## src/rtl/keypad_pkg.sv

```systemverilog
// Shared types and sizes for the keypad loader: FSM state encoding, digit widths, key count.
package keypad_pkg;

  localparam int BCD_W      = 4;
  localparam int MAX_DIGITS = 3;
  localparam int NUM_KEYS   = 10;

  typedef enum logic [2:0] {
    IDLE,
    SETUP,
    STROBE,
    HOLD,
    RUN,
    PAUSE
  } state_t;

  // Caller guarantees a single set bit; the OR-reduction keeps the logic flat.
  function automatic logic [BCD_W-1:0] onehot_to_bcd(input logic [NUM_KEYS-1:0] oh);
    logic [BCD_W-1:0] v;
    v = '0;
    for (int i = 0; i < NUM_KEYS; i++) begin
      if (oh[i]) v = v | BCD_W'(i);
    end
    return v;
  endfunction

endpackage

```

## src/rtl/keypad_loader_if.sv

```systemverilog
// Button inputs and timer-facing outputs of the keypad loader, grouped for a single port.
interface keypad_loader_if;
  import keypad_pkg::*;

  logic [NUM_KEYS-1:0] keys;
  logic                start_key;
  logic                stop_key;
  logic                zero;
  logic [BCD_W-1:0]    data;
  logic                loadn;
  logic                clearn;
  logic                enable;
  logic [1:0]          digit_count;
  logic                key_err;

  modport master (
    output keys, start_key, stop_key, zero,
    input  data, loadn, clearn, enable, digit_count, key_err
  );

  modport slave (
    input  keys, start_key, stop_key, zero,
    output data, loadn, clearn, enable, digit_count, key_err
  );

endinterface

```

## src/rtl/key_debounce.sv

```systemverilog
// One button: 2-flop synchronizer, optional KEYPAD_DEBOUNCE_EN filter, rising-edge press pulse.
// Press appears 2 cycles after the raw edge (plus DEBOUNCE_CYCLES when filtering).
module key_debounce #(
  parameter int DEBOUNCE_CYCLES = 4
) (
  input  logic clock,
  input  logic reset,
  input  logic raw,
  output logic press
);

  logic sync1_q, sync1_d;
  logic sync2_q, sync2_d;
  logic level_prev_q, level_prev_d;
  logic level;

  if (DEBOUNCE_CYCLES < 1) begin : g_bad_cycles
    $error("key_debounce: DEBOUNCE_CYCLES must be at least 1");
  end

  always_comb begin
    sync1_d      = raw;
    sync2_d      = sync1_q;
    level_prev_d = level;
  end

  always_ff @(posedge clock or posedge reset) begin
    if (reset) begin
      sync1_q      <= 1'b0;
      sync2_q      <= 1'b0;
      level_prev_q <= 1'b0;
    end else begin
      sync1_q      <= sync1_d;
      sync2_q      <= sync2_d;
      level_prev_q <= level_prev_d;
    end
  end

`ifdef KEYPAD_DEBOUNCE_EN
  localparam int            CW       = $clog2(DEBOUNCE_CYCLES + 1);
  localparam logic [CW-1:0] CNT_FULL = CW'(DEBOUNCE_CYCLES);

  logic          cand_q, cand_d;
  logic          stable_q, stable_d;
  logic [CW-1:0] cnt_q, cnt_d;

  // cnt counts consecutive identical samples, saturating once the level is accepted.
  always_comb begin
    cand_d   = sync2_q;
    cnt_d    = cnt_q;
    stable_d = stable_q;
    if (sync2_q != cand_q) begin
      cnt_d = CW'(1);
    end else if (cnt_q != CNT_FULL) begin
      cnt_d = cnt_q + CW'(1);
    end
    if (cnt_d == CNT_FULL) stable_d = sync2_q;
  end

  always_ff @(posedge clock or posedge reset) begin
    if (reset) begin
      cand_q   <= 1'b0;
      stable_q <= 1'b0;
      cnt_q    <= '0;
    end else begin
      cand_q   <= cand_d;
      stable_q <= stable_d;
      cnt_q    <= cnt_d;
    end
  end

  assign level = stable_q;
`else
  assign level = sync2_q;
`endif

  assign press = level & ~level_prev_q;

endmodule

```

## src/rtl/keypad_loader.sv

```systemverilog
// Keypad front end for a BCD countdown timer: loads up to 3 digits, starts/pauses/clears the timer.
// Debounce filter enabled by KEYPAD_DEBOUNCE_EN; no backpressure, presses outside IDLE/PAUSE are dropped.
module keypad_loader
  import keypad_pkg::*;
#(
  parameter int LOAD_PULSE      = 1,
  parameter int DEBOUNCE_CYCLES = 4
) (
  input  logic            clock,
  input  logic            reset,
  keypad_loader_if.slave  bus
);

  localparam logic [3:0] PULSE_LAST = 4'(LOAD_PULSE - 1);
  localparam logic [1:0] DIGITS_MAX = 2'(MAX_DIGITS);

  if (LOAD_PULSE < 1 || LOAD_PULSE > 15) begin : g_bad_pulse
    $error("keypad_loader: LOAD_PULSE must be in 1..15");
  end

  logic [NUM_KEYS+1:0] raw;
  logic [NUM_KEYS+1:0] press;
  logic [NUM_KEYS-1:0] digit_press;
  logic                start_press;
  logic                stop_press;

  assign raw = {bus.stop_key, bus.start_key, bus.keys};

  for (genvar i = 0; i < NUM_KEYS + 2; i++) begin : g_key
    key_debounce #(
      .DEBOUNCE_CYCLES(DEBOUNCE_CYCLES)
    ) u_key (
      .clock(clock),
      .reset(reset),
      .raw  (raw[i]),
      .press(press[i])
    );
  end

  assign digit_press = press[NUM_KEYS-1:0];
  assign start_press = press[NUM_KEYS];
  assign stop_press  = press[NUM_KEYS+1];

  state_t           state_q, state_d;
  state_t           origin_q, origin_d;
  logic [BCD_W-1:0] data_q, data_d;
  logic [3:0]       pulse_q, pulse_d;
  logic [1:0]       digits_q, digits_d;
  logic             key_err_q, key_err_d;
  logic             clearn_q, clearn_d;

  always_ff @(posedge clock or posedge reset) begin
    if (reset) state_q <= IDLE;
    else       state_q <= state_d;
  end

  always_ff @(posedge clock or posedge reset) begin
    if (reset) begin
      origin_q  <= IDLE;
      data_q    <= '0;
      pulse_q   <= '0;
      digits_q  <= '0;
      key_err_q <= 1'b0;
      clearn_q  <= 1'b0;
    end else begin
      origin_q  <= origin_d;
      data_q    <= data_d;
      pulse_q   <= pulse_d;
      digits_q  <= digits_d;
      key_err_q <= key_err_d;
      clearn_q  <= clearn_d;
    end
  end

  // Event priority inside each state: stop, then zero, then start, then digits.
  always_comb begin
    state_d   = state_q;
    origin_d  = origin_q;
    data_d    = data_q;
    pulse_d   = pulse_q;
    digits_d  = digits_q;
    key_err_d = 1'b0;
    clearn_d  = 1'b1;
    unique case (state_q)
      IDLE, PAUSE: begin
        if (stop_press) begin
          clearn_d = 1'b0;
          digits_d = '0;
          state_d  = IDLE;
        end else if (start_press) begin
          if (digits_q == '0)  key_err_d = 1'b1;
          else if (!bus.zero)  state_d   = RUN;
        end else if (|digit_press) begin
          if ($countones(digit_press) > 1 || digits_q == DIGITS_MAX) begin
            key_err_d = 1'b1;
          end else begin
            origin_d = state_q;
            data_d   = onehot_to_bcd(digit_press);
            state_d  = SETUP;
          end
        end
      end
      SETUP: begin
        pulse_d = PULSE_LAST;
        state_d = STROBE;
      end
      STROBE: begin
        if (pulse_q == '0) state_d = HOLD;
        else               pulse_d = pulse_q - 4'd1;
      end
      HOLD: begin
        digits_d = digits_q + 2'd1;
        state_d  = origin_q;
      end
      RUN: begin
        if (stop_press) begin
          state_d = PAUSE;
        end else if (bus.zero) begin
          digits_d = '0;
          state_d  = IDLE;
        end
      end
      default: state_d = IDLE;
    endcase
  end

  // loadn and enable decode straight from state so reset releases them asynchronously.
  always_comb begin
    bus.loadn       = (state_q != STROBE);
    bus.enable      = (state_q == RUN);
    bus.data        = data_q;
    bus.digit_count = digits_q;
    bus.key_err     = key_err_q;
    bus.clearn      = clearn_q;
  end

endmodule

```

## src/flat_wrapper.sv

```systemverilog
// flat-port wrapper written by rule: the top's interface ports become plain ports
module keypad_loader_flat import keypad_pkg::*;
#(
  parameter int LOAD_PULSE      = 1,
  parameter int DEBOUNCE_CYCLES = 4
)
  (clock, reset, bus_keys, bus_start_key, bus_stop_key, bus_zero, bus_data, bus_loadn, bus_clearn, bus_enable, bus_digit_count, bus_key_err);
  keypad_loader_if bus_i ();
  input  logic clock;
  input  logic reset;
  input wire logic [$bits(bus_i.keys)-1:0] bus_keys;
  input wire logic [$bits(bus_i.start_key)-1:0] bus_start_key;
  input wire logic [$bits(bus_i.stop_key)-1:0] bus_stop_key;
  input wire logic [$bits(bus_i.zero)-1:0] bus_zero;
  output wire logic [$bits(bus_i.data)-1:0] bus_data;
  output wire logic [$bits(bus_i.loadn)-1:0] bus_loadn;
  output wire logic [$bits(bus_i.clearn)-1:0] bus_clearn;
  output wire logic [$bits(bus_i.enable)-1:0] bus_enable;
  output wire logic [$bits(bus_i.digit_count)-1:0] bus_digit_count;
  output wire logic [$bits(bus_i.key_err)-1:0] bus_key_err;
  assign bus_i.keys = bus_keys;
  assign bus_i.start_key = bus_start_key;
  assign bus_i.stop_key = bus_stop_key;
  assign bus_i.zero = bus_zero;
  assign bus_data = bus_i.data;
  assign bus_loadn = bus_i.loadn;
  assign bus_clearn = bus_i.clearn;
  assign bus_enable = bus_i.enable;
  assign bus_digit_count = bus_i.digit_count;
  assign bus_key_err = bus_i.key_err;
  keypad_loader #(.LOAD_PULSE(LOAD_PULSE), .DEBOUNCE_CYCLES(DEBOUNCE_CYCLES)) u_core (.clock(clock), .reset(reset), .bus(bus_i));
endmodule
```

## config.mk

```make
export PLATFORM = sky130hd
export DESIGN_NAME = keypad_loader_flat
export DESIGN_NICKNAME = d
export VERILOG_FILES = /design/src/rtl/keypad_pkg.sv /design/src/rtl/keypad_loader_if.sv /design/src/rtl/key_debounce.sv /design/src/rtl/keypad_loader.sv /design/src/flat_wrapper.sv
export SDC_FILE = /design/constraint.sdc
export NUM_CORES = 1
export LEC_CHECK = 0
export ABC_AREA = 1
export BUFFER_PORTS_ARGS = -buffer_cell sky130_fd_sc_hd__buf_2
export CORE_UTILIZATION = 60
export DETAILED_ROUTE_END_ITERATION = 7
export PLACE_DENSITY = 0.81
export SYNTH_ARGS = -nofsm -noshare
export SYNTH_HDL_FRONTEND = slang
export SYNTH_SLANG_ARGS = --single-unit
```

## constraint.sdc

```tcl
create_clock -name clock -period 9.3 [get_ports clock]
set_input_delay 0.93 -clock clock [delete_from_list [all_inputs] [get_ports clock]]
set_output_delay 0.93 -clock clock [all_outputs]
set_load 0.05 [all_outputs]
```

## After elaboration in Yosys (flattened, before gate mapping)

Index checks and enable logic that the tools add are counted.

| word-level totals | value |
|---|---|
| memory bits (read-only) | 0 |
| memories kept | 0 |
| output and inout port bits | 10 |
| latch bits | 0 |
| RAM bits | 0 |
| register bits | 54 |

| cells by class | value |
|---|---|
| reduce and logical (&&, ||, !) cells | 12 |
| $mul | 0 |
| equality and inequality tests | 17 |
| magnitude comparators | 1 |
| multiplexer cells | 33 |
| shift operators | 0 |
| add/sub/neg operators | 11 |
| bitwise gates (word level) | 27 |
| div/mod/pow operators | 0 |

Operators by type and width:

| kind | number |
|---|---|
| $add A32 B32 Y32 | 4 |
| $mux W3 | 13 |
| $gt A32 B2 Y1 const B | 1 |
| $not A1 Y1 | 15 |
| $pmux W3 S5 | 1 |
| $and A1 B1 Y1 | 12 |
| $mux W4 | 3 |
| $ne A4 B4 Y1 const B | 3 |
| $add A1 B1 Y2 | 5 |
| $mux W2 | 5 |
| $reduce_or A10 Y1 | 1 |
| $mux W1 | 9 |
| $ne A2 B2 Y1 const B | 4 |
| $pmux W4 S2 | 1 |
| $eq A3 B2 Y1 const B | 2 |
| $eq A3 B3 Y1 const B | 2 |
| $ne A3 B2 Y1 const B | 2 |
| $pmux W2 S3 | 1 |
| $reduce_and A6 Y1 | 1 |
| $reduce_and A5 Y1 | 1 |
| $logic_not A4 Y1 | 1 |
| $ne A4 B3 Y1 const B | 1 |
| $reduce_and A4 Y1 | 1 |
| $sub A4 B1 Y4 const B | 1 |
| other kinds (11) | 11 |

## Depth between registers and ports, before layout

Gate-level depths: netlist (run 1).

| logic depth | value |
|---|---|
| depth in word-level cells | 13 |
| gate-level depth with buffers | 19 |
| mapped depth without buffers | 19 |

## Hierarchy

From an unflattened synthesis (run 1), not the netlist that was laid out.

| unflattened totals | value |
|---|---|
| cells, all modules | 238 |
| area, all modules | 2343.5 sq um |

Modules (own cells, without submodules):

| module | area each (sq um) | times used | cells an instance |
|---|---|---|---|
| keypad_loader | 1277.5 | 1 | 166 |
| key_debounce | 88.8 | 12 | 6 |

## Least setup slack after synthesis (run 1)

Ideal clock, no wire load.

| path | value |
|---|---|
| kind | register -> register |
| start | register u_core.g_key[1].u_key.level_prev_q |
| end | register u_core.data_q[0] (netlist: u_core.bus.data[0]) |
| setup slack | 5913 ps |
| stages on the path, launching flop included | 17 |
| arrival | 3261 ps |
| buffers on the path | 0 |
| path through | dfrtp_1 nor2_1 inv_1 ha_1 inv_1 fa_1 fa_1 inv_1 fa_1 inv_1 fa_1 nand3b_1 nor2_1 nand3_2 nor2_8 nor2_1 a21oi_2 |

| on the way | value |
|---|---|
| word-level cells in the longest chain between the ends | 11 |
| elaborated cells on any way between the ends | 20 |
| those cells by class | add/sub (4); order compare (1); mux (9); bitwise (3); reduce/logical (3) |

Ends and longest elaborated chain:

| element | line | text |
|---|---|---|
| start, declared | key_debounce.sv:14 | `logic level_prev_q, level_prev_d;` |
| start signal, assigned | key_debounce.sv:35 | `level_prev_q <= level_prev_d;` |
| $not A1 Y1 (*) | key_debounce.sv:77 | `assign press = level & ~level_prev_q;` |
| $and A1 B1 Y1 (*) | key_debounce.sv:77 |  |
| parallel branches: the longest is 9 deep, another holds $add A32 B32 Y32 | n/a |  |
| end signal, assigned | keypad_loader.sv:67 | `data_q <= data_d;` |
| end, declared | keypad_loader.sv:46 | `logic [BCD_W-1:0] data_q, data_d;` |

Mark *: on every way between the ends.
A chain may end at the register's enable or synchronous reset.

## Final worst setup path (run 1)

| path | value |
|---|---|
| start | register u_core.g_key[1].u_key.sync2_q |
| end | register u_core.data_q[0] (netlist: u_core.bus.data[0]) |

| on the way | value |
|---|---|
| word-level cells in the longest chain between the ends | 10 |
| elaborated cells on any way between the ends | 19 |
| those cells by class | add/sub (4); order compare (1); mux (9); bitwise (2); reduce/logical (3) |

Ends and longest elaborated chain:

| element | line | text |
|---|---|---|
| start, declared | key_debounce.sv:13 | `logic sync2_q, sync2_d;` |
| start signal, assigned | key_debounce.sv:34 | `sync2_q <= sync2_d;` |
| $and A1 B1 Y1 (*) | key_debounce.sv:77 |  |
| parallel branches: the longest is 9 deep, another holds $add A32 B32 Y32 | n/a |  |

Marked as above.

==> results of run 1 <==
==> logic make-up after synthesis <==
logic type | share of synthesized area
flops | 0.549
compound gates | 0.0376
fa+ha+maj | 0.130
simple gates | 0.199
buf+inv | 0.0839
==> metal layers <==
layer / global-route usage / vias to the layer above / wire [µm]
met1: 0.279 / 756 / 1790
met4: 0.0851 / 0 / 65
met2: 0.316 / 35 / 1780
met5: 0 / - / 0
li1: - / 792 / -
met3: 0.0586 / 6 / 169
==> state kept, by name, indices dropped and copies added (netlist names) <==
name	flops
u_core.bus.clearn	1
u_core.bus.data	4
u_core.bus.digit_count	2
u_core.bus.key_err	1
u_core.g_key.u_key.level	12
u_core.g_key.u_key.level_prev_q	12
u_core.g_key.u_key.sync1_q	12
u_core.origin_q	3
u_core.pulse_q	4
u_core.state_q	3
==> stage by stage <==
step                std cells  utilization
finish                    324        0.724
global route              324        0.724
CTS                       324        0.724
detailed placement        316        0.695
global placement          316        0.695
floorplan                 244            -
==> path summary, 6_finish.rpt <==
path / from / slack, ns / cells past startpoint / endpoint
min reg2reg: u_core.g_key[8].u_key.sync1_q$_DFF_PP0_ / 0.35 / 0 / u_core.g_key[8].u_key.level$_DFF_PP0_
max: u_core.g_key[1].u_key.level$_DFF_PP0_ / 5.64 / 17 / u_core.bus.data[0]$_DFFE_PP0P_
max in group asynchronous: reset / 7.78 / 2 / u_core.g_key[5].u_key.sync1_q$_DFF_PP0_
min in group asynchronous: reset / 0.88 / 2 / u_core.g_key[10].u_key.level$_DFF_PP0_
max reg2reg: u_core.g_key[1].u_key.level$_DFF_PP0_ / 5.64 / 17 / u_core.bus.data[0]$_DFFE_PP0P_
min: u_core.g_key[8].u_key.sync1_q$_DFF_PP0_ / 0.35 / 0 / u_core.g_key[8].u_key.level$_DFF_PP0_
==> cell type report <==
| type | instances | area [µm²] |
|---|---|---|
| tap | 48 | 60.1 |
| sequential | 54 | 1350 |
| clock inverter | 2 | 37.5 |
| timing repair buffer | 24 | 120 |
| fill | 275 | 1050 |
| inverter | 55 | 206 |
| clock buffer | 6 | 72.6 |
| multi-input combinational | 135 | 903 |
==> placed cells by master, fill, tap and decap left out, types with 2 or more instances in the layout <==
cell,instances
o21ai_1,2
dfrtp_1,54
clkbuf_8,5
o21ai_0,6
nand3_1,9
a21oi_2,4
inv_2,4
nand4_1,3
ha_1,16
fa_1,6
nand2_1,43
nand3_2,5
buf_2,24
nand2_2,2
nor2_1,28
inv_1,51
==> where the power goes <==
part	leakage, nW	switching (mW)	internal [mW]	total [mW]
clock	0.0514	0.0705	0.0802	0.151
combinational	0.786	0.213	0.0893	0.302
sequential	0.641	0.0244	0.273	0.297
total	1.48	0.308	0.442	0.750
==> metrics, run 1 <==
Area growth, synth to finish=11.8%; Power, Total=750 µW; GRT overflow=0; max-slew violation count=0; vias in the first global route=1,507; cell taking the most area after synthesis=dfrtp_1; Post-synth top cells=dfrtp_1 (54), inv_1 (52), nand2_1 (43); leakage=1.48 nW; CTS tree=done; WHS=0.353 ns; Critical Path, Cell by Cell=inv_1 > nor2_1 > inv_1 > ha_1 > inv_1 > fa_1 > fa_1 > inv_1 > fa_1 > inv_1 > fa_1 > nand3b_1 > nor2_1 > nand3_2 > nor2_8 > nor2_1 > a21oi_2; largest cells by area after synthesis=dfrtp_1 (55%), ha_1 (8.1%), inv_1 (7.9%), nand2_1 (6.6%), fa_1 (4.9%); Top delay family on crit path=adder cells; Fin. Hold Viols=0; Starting DRT DRC Count=80; Crit path buffers/inverters=5; max_slew headroom=0.301; gpl congestion=0.791; Mapped Cells=244; final worst-path setup slack=5.64 ns; Critical Path RT=9.54 ns; root buf cell=clkbuf_8; Worst path max stage delay=0.50 ns; WP data arrival=3.89 ns; Detail Route Antenna Nets=0; Post-synth EDFFs=0; post-synth cell types=25; count leader, synth=dfrtp_1; DR vias/cell=4.90; Worst Tran Pin Value=1.05 ns; CTS Buffer Depth=2; status=complete, no violations; Crit Path Category=reg2reg; Power Density=272 nW/µm²; CP Capture Type=flop; Final Setup Violations=0; fraction of layout cells with a size suffix above 1=0.192; gr usage total=0.207; # diodes=0; wire per inst=11.7 µm; Seq/Total Area, Yosys=0.549; Top FF cell, synth=dfrtp_1; Post-Syn Nets=281; Final nets=312; flop and latch count out of synthesis=54; Vias=1,589; post-route cell area=2750 µm²; CTS Buf Count=5; die extent in x=66.0 µm; Routed WL=3.80 mm; critical path's slowest cell=fa_1; Place WS=5.67 ns; Worst-Skew Late Latency=0.30 ns; cts repair resizes=0; Peak Freq=273 MHz; ys async rst share=1.00; Ys Warns=0; Post-DP Area=2640 µm²; mapped cell area=2460 µm²; I/O Pins=25; postcts setup bufs=0; dpl hpwl=2.86 mm; Yosys top cell area share=0.549; num rows=22; maximum VDD drop=0.170 mV; H-tree levels=2; Clock transition at path regs=0.09 ns; drt drc=0; cell mode on critical path=inv_1; die area=4360 µm²; largest net degree at the start of global routing=55; core area=3800 µm²; global-route wire length before repair=6.63 mm; MaxCap Viol Count=0; initial antenna violation count=0; startpoint types=flop; HP Class=reg2reg; final worst path period need=3.66 ns; starting density of the core=0.648; setup TNS=0 ns; period utilisation layout=0.393; clk sinks=54; Crit Path Max Fanout=10; Initial DRT Pass Iterations=4; I/O Buffers=24; RSZ-0062 raised after global routing=false; hold buffers post-CTS=0; Die H=66.0 µm; clk_skew=0.00457 ns; average size of a mapped cell=10.1 µm²
(Power assumes the default switching activity.)
==> inputs of run 2 (changes only) <==
--- a/config.mk
+++ b/config.mk
@@ -5,11 +5,11 @@
 export SDC_FILE = /design/constraint.sdc
 export NUM_CORES = 1
 export LEC_CHECK = 0
-export ABC_AREA = 1
+export ABC_AREA = 0
 export BUFFER_PORTS_ARGS = -buffer_cell sky130_fd_sc_hd__buf_2
-export CORE_UTILIZATION = 60
+export CORE_UTILIZATION = 57
 export DETAILED_ROUTE_END_ITERATION = 7
-export PLACE_DENSITY = 0.81
+export PLACE_DENSITY = 0.78
 export SYNTH_ARGS = -nofsm -noshare
 export SYNTH_HDL_FRONTEND = slang
 export SYNTH_SLANG_ARGS = --single-unit
==> constraint.sdc (replaced) <==
create_clock -name clock -period 3.6 [get_ports clock]
set_input_delay 0.36 -clock clock [delete_from_list [all_inputs] [get_ports clock]]
set_output_delay 0.36 -clock clock [all_outputs]
set_load 0.05 [all_outputs]
==> metrics, run 2 <==
mapped cell area=2380 µm² (was 2460 µm²); final worst-path setup slack=-0.561 ns (was 5.64 ns); path depth of the worst reg2reg path=14 (was 17); I/O Pins=25 (unchanged); vias in the first global route=1,470 (was 1,507); Worst Tran Pin Value=1.06 ns (was 1.05 ns); Worst R2R End=u_core.origin_q[0]$_DFFE_PP0P_ (was u_core.bus.data[0]$_DFFE_PP0P_); Power Density=655 nW/µm² (was 272 nW/µm²); # diodes=0 (unchanged); final worst path period need=4.16 ns (was 3.66 ns); num rows=23 (was 22); Critical Path RT=3.81 ns (was 9.54 ns); global-route wire length before repair=6.47 mm (was 6.63 mm); Worst path max stage delay=0.54 ns (was 0.50 ns); Util after Layout=0.711 (was 0.724); wire per inst=13.6 µm (was 11.7 µm); Place WS=-0.561 ns (was 5.67 ns); most frequent cells in the layout=dfrtp_1 (54), inv_1 (24), buf_2 (24) (was dfrtp_1 (54), inv_1 (51), nand2_1 (43)); CTS Buf Count=5 (unchanged); Mapped Cells=201 (was 244); clk_skew=0.00755 ns (was 0.00457 ns); violated checks=setup timing; post-route cell area=2850 µm² (was 2750 µm²); Post-DP Area=2640 µm² (about the same); CTS Buffer Depth=2 (unchanged); MaxCap Viol Count=0 (unchanged); Combinational Power Share=0.351 (was 0.403); starting density of the core=0.595 (was 0.648); Fin. Hold Viols=0 (unchanged); Worst-Skew Late Latency=0.31 ns (was 0.30 ns); Area growth, synth to finish=19.5% (was 11.8%); clk sinks=54 (unchanged); flop2flop setup slack=-0.56 ns (was 5.64 ns); WP data arrival=4.37 ns (was 3.89 ns); Initial DRT Pass Iterations=5 (was 4); max_slew headroom=0.294 (was 0.301); startpoint types=flop (unchanged); Reg2Reg Launch Point=u_core.g_key[2].u_key.level_prev_q$_DFF_PP0_ (was u_core.g_key[1].u_key.level$_DFF_PP0_); max-slew violation count=0 (unchanged); commonest non-fill, non-tap cell in the layout=dfrtp_1 (unchanged); Flop pwr share=0.426 (was 0.396); sw frac=0.374 (was 0.410); I/O Buffers=24 (unchanged); part of the power in the clock network=0.223 (was 0.201); Starting DRT DRC Count=58 (was 80); gr usage total=0.203 (was 0.207); post-synth cell types=34 (was 25); largest cells by area after synthesis=dfrtp_1 (57%), ha_1 (8.4%), fa_1 (5.0%), inv_1 (4.3%), nand2b_1 (3.2%) (was dfrtp_1 (55%), ha_1 (8.1%), inv_1 (7.9%), nand2_1 (6.6%), fa_1 (4.9%)); gpl congestion=0.881 (was 0.791); setup TNS=-4.60 ns (was 0 ns); Final nets=277 (was 312); dpl hpwl=2.66 mm (was 2.86 mm); largest net degree at the start of global routing=55 (unchanged); Vias=1,511 (was 1,589); Post-synth EDFFs=0 (unchanged); HP Class=in2reg (was reg2reg); Routed WL=3.96 mm (was 3.80 mm); Clock transition at path regs=0.10 ns (was 0.09 ns); fraction of layout cells with a size suffix above 1=0.295 (was 0.192); hold path endpoint=u_core.g_key[0].u_key.sync1_q$_DFF_PP0_ (was u_core.g_key[8].u_key.level$_DFF_PP0_); count leader, synth=dfrtp_1 (unchanged); Post-Syn Nets=238 (was 281); Pint=1.17 mW (was 442 µW); Crit Path Max Fanout=5 (was 10); GRT overflow=0 (unchanged); cell taking the most area after synthesis=dfrtp_1 (unchanged); Detail Route Antenna Nets=0 (unchanged); Crit Path Category=reg2reg (unchanged); die extent in x=66.6 µm (was 66.0 µm); CP Capture Type=flop (unchanged); Peak Freq=240 MHz (was 273 MHz); period utilisation layout=1.16 (was 0.393); leakage=1.42 nW (was 1.48 nW); initial antenna violation count=0 (unchanged); drt drc=0 (unchanged); H-tree levels=2 (unchanged); Final Setup Violations=10 (was 0); sw power=698 µW (was 308 µW); Power, Total=1.86 mW (was 750 µW); average size of a mapped cell=11.8 µm² (was 10.1 µm²); ys async rst share=1.00 (unchanged); CTS tree=done (unchanged); RSZ-0062 raised after global routing=true (was false); hold wc startpoint=bus_keys[0] (was u_core.g_key[8].u_key.sync1_q$_DFF_PP0_); Ys Warns=0 (unchanged); root buf cell=clkbuf_8 (unchanged); hold depth=1 (was 0); Seq/Total Area, Yosys=0.568 (was 0.549); status=complete, but fails checks (was complete, no violations); Post-synth top cells=dfrtp_1 (54), inv_1 (27), ha_1 (16) (was dfrtp_1 (54), inv_1 (52), nand2_1 (43)); critical path's slowest cell=or4b_4 (was fa_1); maximum VDD drop=0.409 mV (was 0.170 mV); die area=4440 µm² (was 4360 µm²); core area=4000 µm² (was 3800 µm²); Top FF cell, synth=dfrtp_1 (unchanged); DR vias/cell=5.19 (was 4.90); Critical Path, Cell by Cell=nor2b_2 > inv_1 > ha_1 > inv_1 > fa_1 > fa_1 > inv_1 > fa_2 > inv_2 > fa_1 > or3b_1 > a211o_1 > or4b_4 > mux2_4 (was inv_1 > nor2_1 > inv_1 > ha_1 > inv_1 > fa_1 > fa_1 > inv_1 > fa_1 > inv_1 > fa_1 > nand3b_1 > nor2_1 > nand3_2 > nor2_8 > nor2_1 > a21oi_2); flop and latch count out of synthesis=54 (unchanged); Die H=66.6 µm (was 66.0 µm); Yosys top cell area share=0.568 (was 0.549)
run 2: power by group through the flow:
stage          logic (mW)  registers (mW)  clock network (mW)
2_1_floorplan       0.367           0.880                   0
3_3_place_gp        0.579           0.798                   0
3_5_place_dp        0.590           0.801                   0
4_1_cts             0.648           0.790               0.429
5_1_grt             0.709           0.808               0.446
6_report            0.653           0.794               0.416
run 2: repair_timing:
action | CTS | global route
endpoints found under the setup margin | 10 | 10
gates resized for setup | 11 | 3
gates cloned | 1 | 0
pin swaps | 4 | 1
setup buffers | 2 | 1
hold buffers | 0 | 0
run 2: cell type report:
cell class	instances	area (µm²)
well taps	50	62.6
multi-input cells	116	1000
fillers	282	1150
inverters	27	101
flip-flops and latches	54	1350
clock buffers	5	68.8
clock inverters	3	47.5
repair buffers	36	214
run 2: how the worst max path moves through the flow:
stage,cells after the start,endpoint,from
floorplan,15,u_core.origin_q[0]$_DFFE_PP0P_,u_core.g_key[2].u_key.level_prev_q$_DFF_PP0_
global placement,13,u_core.origin_q[0]$_DFFE_PP0P_,u_core.g_key[0].u_key.level_prev_q$_DFF_PP0_
detailed placement,13,u_core.origin_q[0]$_DFFE_PP0P_,u_core.g_key[4].u_key.level_prev_q$_DFF_PP0_
CTS,13,u_core.origin_q[0]$_DFFE_PP0P_,u_core.g_key[0].u_key.level_prev_q$_DFF_PP0_
global route,16,u_core.bus.data[3]$_DFFE_PP0P_,u_core.g_key[2].u_key.level$_DFF_PP0_
finish,14,u_core.origin_q[0]$_DFFE_PP0P_,u_core.g_key[2].u_key.level_prev_q$_DFF_PP0_
run 2: metrics by stage:
step | std cells | hold slack [ns]
6_report | 291 | 0.147
5_1_grt | 291 | 0.137
4_1_cts | 290 | 0.135
3_5_place_dp | 279 | 0.335
3_3_place_gp | 279 | 0.332
2_1_floorplan | 201 | 0.331
run 2: critical path, delay by kind of cell, from the launching register on:
| kind | cells | cell delay (ns) |
|---|---|---|
| fa+ha+maj | 5 | 1.86 |
| simple gates | 3 | 1.01 |
| flops | 1 | 0.38 |
| mux | 1 | 0.31 |
| compound gates | 1 | 0.27 |
| buf+inv | 4 | 0.22 |
run 2: cells by family (layout without fill, tap and decap cells):
logic type               count (synthesis)  count (layout)  synth area share
buffers and inverters                   32              71            0.0536
multiplexers                             7               7            0.0331
flip-flops                              54              54             0.568
XOR/XNOR                                 3               3            0.0110
AND/OR/NAND/NOR                         55              56             0.123
AO/OA/AOI/OAI                           28              28            0.0773
adder cells (fa/ha/maj)                 22              22             0.135
run 2: per-layer routing:
metal / global-route usage / part of all wire / vias to the layer above / wire (µm)
met4: 0.0904 / 0.011 / 0 / 45
li1: - / - / 733 / -
met2: 0.311 / 0.48 / 34 / 1900
met1: 0.276 / 0.47 / 739 / 1860
met5: 0 / 0 / - / 0
met3: 0.0462 / 0.040 / 5 / 159
==> inputs of run 3 (changes only) <==
--- a/config.mk
+++ b/config.mk
@@ -10,6 +10,7 @@
 export CORE_UTILIZATION = 57
 export DETAILED_ROUTE_END_ITERATION = 7
 export PLACE_DENSITY = 0.78
+export RECOVER_POWER = 100
 export SYNTH_ARGS = -nofsm -noshare
 export SYNTH_HDL_FRONTEND = slang
 export SYNTH_SLANG_ARGS = --single-unit
==> metrics, run 3 (synthesis results as in run 2) <==
fraction of layout cells with a size suffix above 1=0.249 (was 0.295); Combinational Power Share=0.346 (was 0.351); RSZ-0062 raised after global routing=true (unchanged); Initial DRT Pass Iterations=4 (was 5); Power Density=654 nW/µm² (was 655 nW/µm²); Final nets=277 (unchanged); clk_skew=0.00741 ns (was 0.00755 ns); most frequent cells in the layout=dfrtp_1 (54), inv_1 (25), ha_1 (15) (was dfrtp_1 (54), inv_1 (24), buf_2 (24)); MaxCap Viol Count=1 (was 0); part of the power in the clock network=0.224 (was 0.223); clk sinks=54 (unchanged); maximum VDD drop=0.409 mV (about the same); Flop pwr share=0.429 (was 0.426); Pint=1.15 mW (was 1.17 mW); Util after Layout=0.708 (was 0.711); CTS Buffer Depth=2 (unchanged); GRT overflow=0 (unchanged); Clock transition at path regs=0.10 ns (about the same); CTS Buf Count=5 (unchanged); sw frac=0.378 (was 0.374); filler cell count in the final layout=286 (was 282); Crit Path Category=reg2reg (unchanged); CP Capture Type=flop (unchanged); global-route wire length before repair=6.47 mm (unchanged); core area=4000 µm² (unchanged); dpl hpwl=2.66 mm (unchanged); final worst path period need=4.16 ns (about the same); starting density of the core=0.595 (unchanged); max_slew headroom=-0.270 (was 0.294); drt drc=0 (unchanged); root buf cell=clkbuf_8 (unchanged); CTS tree=done (unchanged); Crit Path Max Fanout=5 (unchanged); WHS=0.148 ns (was 0.147 ns); setup TNS=-4.60 ns (about the same); FF/Latch Area=1350 µm² (unchanged); Fin. Hold Viols=0 (unchanged); Peak Freq=240 MHz (about the same); Power, Total=1.85 mW (was 1.86 mW); sw power=700 µW (was 698 µW); WP data arrival=4.37 ns (about the same); final worst-path setup slack=-0.562 ns (was -0.561 ns); num rows=23 (unchanged); hold depth=1 (unchanged); I/O Pins=25 (unchanged); max-slew violation count=55 (was 0); hold buffers post-CTS=0 (unchanged); commonest non-fill, non-tap cell in the layout=dfrtp_1 (unchanged); wire per inst=13.7 µm (was 13.6 µm); leakage=1.39 nW (was 1.42 nW); vias in the first global route=1,470 (unchanged); Vias=1,515 (was 1,511); status=complete, but fails checks (unchanged); I/O Buffers=24 (unchanged); H-tree levels=2 (unchanged); Starting DRT DRC Count=56 (was 58); largest net degree at the start of global routing=55 (unchanged); path depth of the worst reg2reg path=14 (unchanged); HP Class=in2reg (unchanged); violated checks=capacitance limit, slew limit, setup timing (was setup timing); crit path launch=u_core.g_key[2].u_key.level_prev_q$_DFF_PP0_ (unchanged); multi-input logic area=1000 µm² (unchanged); # diodes=0 (unchanged); die extent in x=66.6 µm (unchanged); Reg2Reg Launch Point=u_core.g_key[2].u_key.level_prev_q$_DFF_PP0_ (unchanged); Worst-Skew Late Latency=0.31 ns (about the same); Critical Path RT=3.81 ns (about the same); gpl congestion=0.881 (unchanged); startpoint types=flop (unchanged); Die H=66.6 µm (unchanged); Detail Route Antenna Nets=0 (unchanged); Area growth, synth to finish=19.0% (was 19.5%); Routed WL=3.99 mm (was 3.96 mm); Final Setup Violations=10 (unchanged); Place WS=-0.561 ns (unchanged); initial antenna violation count=0 (unchanged); die area=4440 µm² (unchanged); DR vias/cell=5.21 (was 5.19); Worst Tran Pin Value=1.90 ns (was 1.06 ns); period utilisation layout=1.16 (about the same); hold wc startpoint=bus_keys[0] (unchanged); gr usage total=0.203 (unchanged)
-- run 3: changes by cell type in the layout (fill, tap and decap cells not counted) --
cell / change
inv_1: +1
inv_2: -1
buf_4: -2
clkbuf_4: +2
clkbuf_1: +10
buf_2: -10
-- run 3: final cells by class --
type,count,share of cell area
Clock buffer,5,0.0243
Clock inverter,3,0.0168
Inverter,27,0.0358
Multi-Input combinational cell,116,0.353
Sequential cell,54,0.477
Tap cell,50,0.0221
Timing Repair Buffer,36,0.0711
-- run 3: power groups by stage --
| stage | clock network [mW] | registers (mW) | logic [mW] |
|---|---|---|---|
| 4_1_cts | 0.429 | 0.790 | 0.648 |
| 2_1_floorplan | 0 | 0.880 | 0.367 |
| 6_report | 0.416 | 0.795 | 0.642 |
| 5_1_grt | 0.446 | 0.809 | 0.696 |
| 3_5_place_dp | 0 | 0.801 | 0.590 |
| 3_3_place_gp | 0 | 0.798 | 0.579 |
-- run 3: critical path: stages, from the launching register on --
cell and delay [ns]:
dfrtp_1 0.38, nor2b_2 0.13, inv_1 0.06, ha_1 0.27, inv_1 0.04, fa_1 0.50
fa_1 0.42, inv_1 0.08, fa_2 0.21, inv_2 0.04, fa_1 0.46, or3b_1 0.34
a211o_1 0.27, or4b_4 0.54, mux2_4 0.31
-- run 3: per-layer routing --
| layer | routed length (µm) | global-route usage | up-vias |
|---|---|---|---|
| li1 | - | - | 734 |
| met4 | 57 | 0.0904 | 0 |
| met1 | 1870 | 0.276 | 744 |
| met3 | 132 | 0.0462 | 6 |
| met2 | 1920 | 0.311 | 31 |
| met5 | 0 | 0 | - |
-- run 3: final timing paths --
| check | slack, ns | endpoint |
|---|---|---|
| max in group asynchronous | 1.85 | u_core.g_key[6].u_key.level_prev_q$_DFF_PP0_ |
| min | 0.15 | u_core.g_key[0].u_key.sync1_q$_DFF_PP0_ |
| min reg2reg | 0.35 | u_core.g_key[10].u_key.level$_DFF_PP0_ |
| max | -0.56 | u_core.origin_q[0]$_DFFE_PP0P_ |
| max reg2reg | -0.56 | u_core.origin_q[0]$_DFFE_PP0P_ |
| min in group asynchronous | 0.66 | u_core.pulse_q[1]$_DFFE_PP0P_ |
-- run 3: what timing repair did --
item / in CTS / in global routing
endpoints found under the hold margin: 0 / 0
buffers inserted: 2 / 1
cloned: 1 / 0
pin swaps: 4 / 1
endpoints found under the setup margin: 10 / 10
gates resized for setup: 11 / 3
-- run 3: metrics by stage --
stage / std cells / instance area, µm²
after detailed placement: 279 / 2640
after global routing: 291 / 2830
after floorplan: 201 / 2410
final: 291 / 2830
after CTS: 290 / 2820
after global placement: 279 / 2640
